--- config.mk ---
export PLATFORM = sky130hd
export DESIGN_NAME = mux_serial_tx
export DESIGN_NICKNAME = d
export VERILOG_FILES = /design/src/rtl/mux_serial_tx.sv
export SDC_FILE = /design/constraint.sdc
export NUM_CORES = 1
export LEC_CHECK = 0
export CORE_ASPECT_RATIO = 1.5
export CORE_MARGIN = 5
export CORE_UTILIZATION = 40
export DETAILED_ROUTE_END_ITERATION = 7
export PLACE_DENSITY_LB_ADDON = 0.1
export RECOVER_POWER = 100
export SETUP_SLACK_MARGIN = 0.02
export SLEW_MARGIN = 20
export SYNTH_ARGS = -nofsm -noshare
export SYNTH_HDL_FRONTEND = slang
export SYNTH_SLANG_ARGS = --single-unit
export TNS_END_PERCENT = 100
--- constraint.sdc ---
create_clock -name clk -period 3.2 [get_ports clk]
set_clock_uncertainty 0.05 [all_clocks]
set_input_delay 0.64 -clock clk [delete_from_list [all_inputs] [get_ports clk]]
set_output_delay 0.64 -clock clk [all_outputs]
set_load 0.03 [all_outputs]
--- src/rtl/mux_serial_tx.sv ---
// Serial transmitter driving an 8:1 mux: start bit, 8 mux-selected data bits LSB-first, stop bit.
// Frame is 10*CLK_DIV cycles; txOut lags state by one clock; inValid is ignored while busy.
`timescale 1ns/1ps
module mux_serial_tx #(
  parameter int CLK_DIV = 4
) (
  input  logic       clk,
  input  logic       rst_n,
  input  logic       inValid,
  output logic       inReady,
  input  logic [7:0] inData,
  output logic [7:0] muxData,
  output logic [2:0] addr,
  input  logic       muxOut,
  output logic       txOut,
  output logic       busy,
  output logic       done
);

  typedef enum logic [1:0] {
    IDLE  = 2'd0,
    START = 2'd1,
    DATA  = 2'd2,
    STOP  = 2'd3
  } state_t;

  localparam logic [7:0] DIV_LAST = 8'(CLK_DIV - 1);

  state_t     state;
  logic [7:0] divCnt;
  logic [2:0] bitCnt;
  logic       bitEnd;

  assign bitEnd = (divCnt == DIV_LAST);

  always_ff @(posedge clk or negedge rst_n) begin
    if (!rst_n) begin
      state   <= IDLE;
      muxData <= 8'd0;
      addr    <= 3'd0;
      txOut   <= 1'b1;
      inReady <= 1'b1;
      busy    <= 1'b0;
      done    <= 1'b0;
      bitCnt  <= 3'd0;
      divCnt  <= 8'd0;
    end else begin
      done <= 1'b0;
      case (state)
        IDLE: begin
          txOut <= 1'b1;
          if (inValid && inReady) begin
            muxData <= inData;
            divCnt  <= 8'd0;
            bitCnt  <= 3'd0;
            addr    <= 3'd0;
            inReady <= 1'b0;
            busy    <= 1'b1;
            state   <= START;
          end
        end
        START: begin
          txOut <= 1'b0;
          if (bitEnd) begin
            divCnt <= 8'd0;
            state  <= DATA;
          end else begin
            divCnt <= divCnt + 8'd1;
          end
        end
        DATA: begin
          // muxOut is only trusted here, where addr/muxData are stable registers
          txOut <= muxOut;
          if (bitEnd) begin
            divCnt <= 8'd0;
            if (bitCnt == 3'd7) begin
              bitCnt <= 3'd0;
              addr   <= 3'd0;
              state  <= STOP;
            end else begin
              bitCnt <= bitCnt + 3'd1;
              addr   <= addr + 3'd1;
            end
          end else begin
            divCnt <= divCnt + 8'd1;
          end
        end
        STOP: begin
          txOut <= 1'b1;
          if (bitEnd) begin
            divCnt  <= 8'd0;
            done    <= 1'b1;
            inReady <= 1'b1;
            busy    <= 1'b0;
            state   <= IDLE;
          end else begin
            divCnt <= divCnt + 8'd1;
          end
        end
        default: begin
          txOut   <= 1'b1;
          inReady <= 1'b1;
          busy    <= 1'b0;
          state   <= IDLE;
        end
      endcase
    end
  end

endmodule

==> metrics <==
H-tree depth 1; number of synthesized register bits 28; top cells by count, synth 26 x dfrtp_1, 12 x nand2_1, 10 x ha_1, 10 x o21ai_0, 8 x mux2_2; Die Y 83.6 µm; main flop type after synthesis dfrtp_1; Synth area leader dfrtp_1; Starting Density 41.8%; synthesized area 0.00144 mm²; count leader, synth dfrtp_1; Yosys top cell area share 45.1%; syn_area_per_cell 10.7 µm²; IO buf count 26; CP max stage delay 0.74 ns; hold slack 0.456 ns; Core ar. 0.00345 mm²; outcome complete, no violations; CTS hold repair buffers 0; fillcell total 331; GRT Resource Usage Total 14.0%; Max FO, Critical Path 4; Final Hold Fails 0; Max VDD drop 0.213 mV; Yosys Warn Count 0; CP cell instances dlygate4sd3_1; vias in the first global route 1229; RSZ-0062 raised after global routing no; Power Density 329 mW/mm²; Max Slew Vio Count 0; Tightest Pin Transition 1.49 ns; CP bufs+invs 1; Worst setup EP type output pin; maxcap violations 0; first-pass GRT wire length 5560 µm; CTS buffer count 3; die area 0.00493 mm²; Antenna Cells 0; P_leak 0.781 nW; Critical Path Slowest Stage Cell dlygate4sd3_1; post-cts resize count 0; TNS Setup 0 ns; share of layout cells above drive strength 1 9.94%; area occupied by multi-input gates 694 µm²; CTS tree yes; initial antenna violation count 0; Via-to-Cell Ratio 5.81; via count 1179; largest cells by area after synthesis dfrtp_1 45%, ha_1 8.7%, mux2_2 6.2%; Routed WL per cell 15.5 µm; f_max 442 MHz; area grow syn2layout 23.9%; share of flip-flops with an asynchronous set or reset 100%; root buffer cell clkbuf_8; register area 703 µm²; final WL 3150 µm; Ports 27; Site Rows 26; clk_lat worst skew 0.27 ns; global placer's final weighted congestion 0.855; largest net degree at the start of global routing 29; Synth cell types 37; DRC errors left 0; Data required, critical path 2.51 ns; crit path kind reg -> out; crit start category register; register area share after synthesis 48.7%; NumNets Final 184; Antenna Nets Post-Route 0; number of flops mapped to enable cells by yosys 0; Syn Nets 157; slew margin rel. 0.893%; Die W 59.0 µm; post-CTS setup repair buffer count 0; Worst path top cell family by delay buffers and inverters; post-DP HPWL 2370 µm; Pre-Repair DR Iteration Count 4; clk sink count 28; Period Utilization, post-route 70.7%; Worst Hold Class reg -> reg; post-layout min period 2.26 ns; Clock Tree Buf Depth 2; Mapped Cells 135; Worst EP arrival 1.57 ns; DRT iter0 DRCs 37; Setup violations, final 0; clock-pin slew on the worst setup and hold paths 0.09 ns; total gr overflow 0
[state kept, by name, indices dropped and copies added, names as in the netlist]
signal / flops
busy: 1
state: 2
done: 1
divCnt: 8
txOut: 1
inReady: 1
addr: 3
muxData: 8
bitCnt: 3
[routing by layer]
metal | vias up | wire length, µm | GRT usage (%)
li1 | 555 | - | -
met1 | 579 | 1260 | 16.2
met2 | 35 | 1650 | 24.5
met3 | 10 | 185 | 2.94
met4 | 0 | 46 | 5.15
met5 | - | 0 | 0
[where the power goes]
part	leakage, nW	switching (W)	total (W)	internal [W]
Combinational	0.426	0.00000841	0.0000201	0.0000117
Clock	0.0288	0.000105	0.000215	0.000110
Sequential	0.327	0	0.000354	0.000354
Total	0.781	0.000113	0.000589	0.000475
[cell usage in the layout (no fill, tap or decap), types with 2 or more instances in the layout]
| cell type | Yosys | routed |
|---|---|---|
| dfrtp_1 | 26 | 26 |
| dlygate4sd3_1 | 0 | 16 |
| nand2_1 | 12 | 12 |
| o21ai_0 | 10 | 10 |
| ha_1 | 10 | 10 |
| clkdlybuf4s50_1 | 0 | 10 |
| mux2_2 | 8 | 8 |
| nand3_1 | 6 | 6 |
| o31ai_1 | 5 | 5 |
| o211ai_1 | 4 | 4 |
| nor2_1 | 4 | 4 |
| nor3_1 | 4 | 4 |
| clkbuf_8 | 0 | 4 |
| inv_1 | 3 | 3 |
| or3_1 | 3 | 3 |
| nand4_1 | 3 | 3 |
| clkbuf_1 | 5 | 3 |
| nand2b_1 | 2 | 2 |
| o41ai_1 | 2 | 2 |
| or4_1 | 2 | 2 |
| a22o_1 | 2 | 2 |
| nor3b_1 | 2 | 2 |
| and3_1 | 2 | 2 |
| and3_2 | 2 | 2 |
| a31oi_1 | 2 | 2 |
| dfstp_2 | 2 | 2 |
[metrics by stage]
| stage | instance area (µm²) | std cells | worst slack (ns) | utilization [%] | total power (W) |
|---|---|---|---|---|---|
| 5_1_grt | 1790 | 203 | 0.662 | 51.9 | 0.000617 |
| 2_1_floorplan | 1440 | 135 | 1.17 | - | 0.000361 |
| 3_5_place_dp | 1750 | 199 | 0.883 | 50.8 | 0.000382 |
| 4_1_cts | 1810 | 203 | 0.989 | 52.4 | 0.000601 |
| 3_3_place_gp | 1750 | 199 | 0.904 | 50.8 | 0.000382 |
| 6_report | 1790 | 203 | 0.939 | 51.9 | 0.000589 |
[logic make-up after synthesis]
| kind of cell | after synthesis | share of synthesized area (%) |
|---|---|---|
| and+or+nand+nor | 46 | 17.3 |
| AOI/OAI and AO/OA | 32 | 15.5 |
| DFF | 28 | 48.7 |
| buffers and inverters | 10 | 2.69 |
| adders and majority gates | 10 | 8.67 |
| muxes | 9 | 7.03 |
[layout make-up]
class | instances | area share, %
clock buffer | 4 | 3.08
sequential | 28 | 39.3
multi-input combinational | 97 | 38.8
inverter | 3 | 0.630
tap | 42 | 2.94
timing repair buffer | 29 | 15.2
[worst paths after layout]
path                                   startpoint                endpoint  cells past startpoint  slack, ns
hold reg to reg            muxData[2]$_DFFE_PN0P_  muxData[2]$_DFFE_PN0P_                      1       0.46
setup reg to reg             state[0]$_DFFE_PN0P_   divCnt[6]$_DFFE_PN0P_                      6       0.95
min in group asynchronous                   rst_n  muxData[7]$_DFFE_PN0P_                      2       1.20
max in group asynchronous                   rst_n   divCnt[3]$_DFFE_PN0P_                      2       1.02
hold / removal             muxData[2]$_DFFE_PN0P_  muxData[2]$_DFFE_PN0P_                      1       0.46
setup / recovery              inReady$_DFFE_PN1P_                 inReady                      1       0.94
Note: power is estimated with default switching activity, not from simulation.
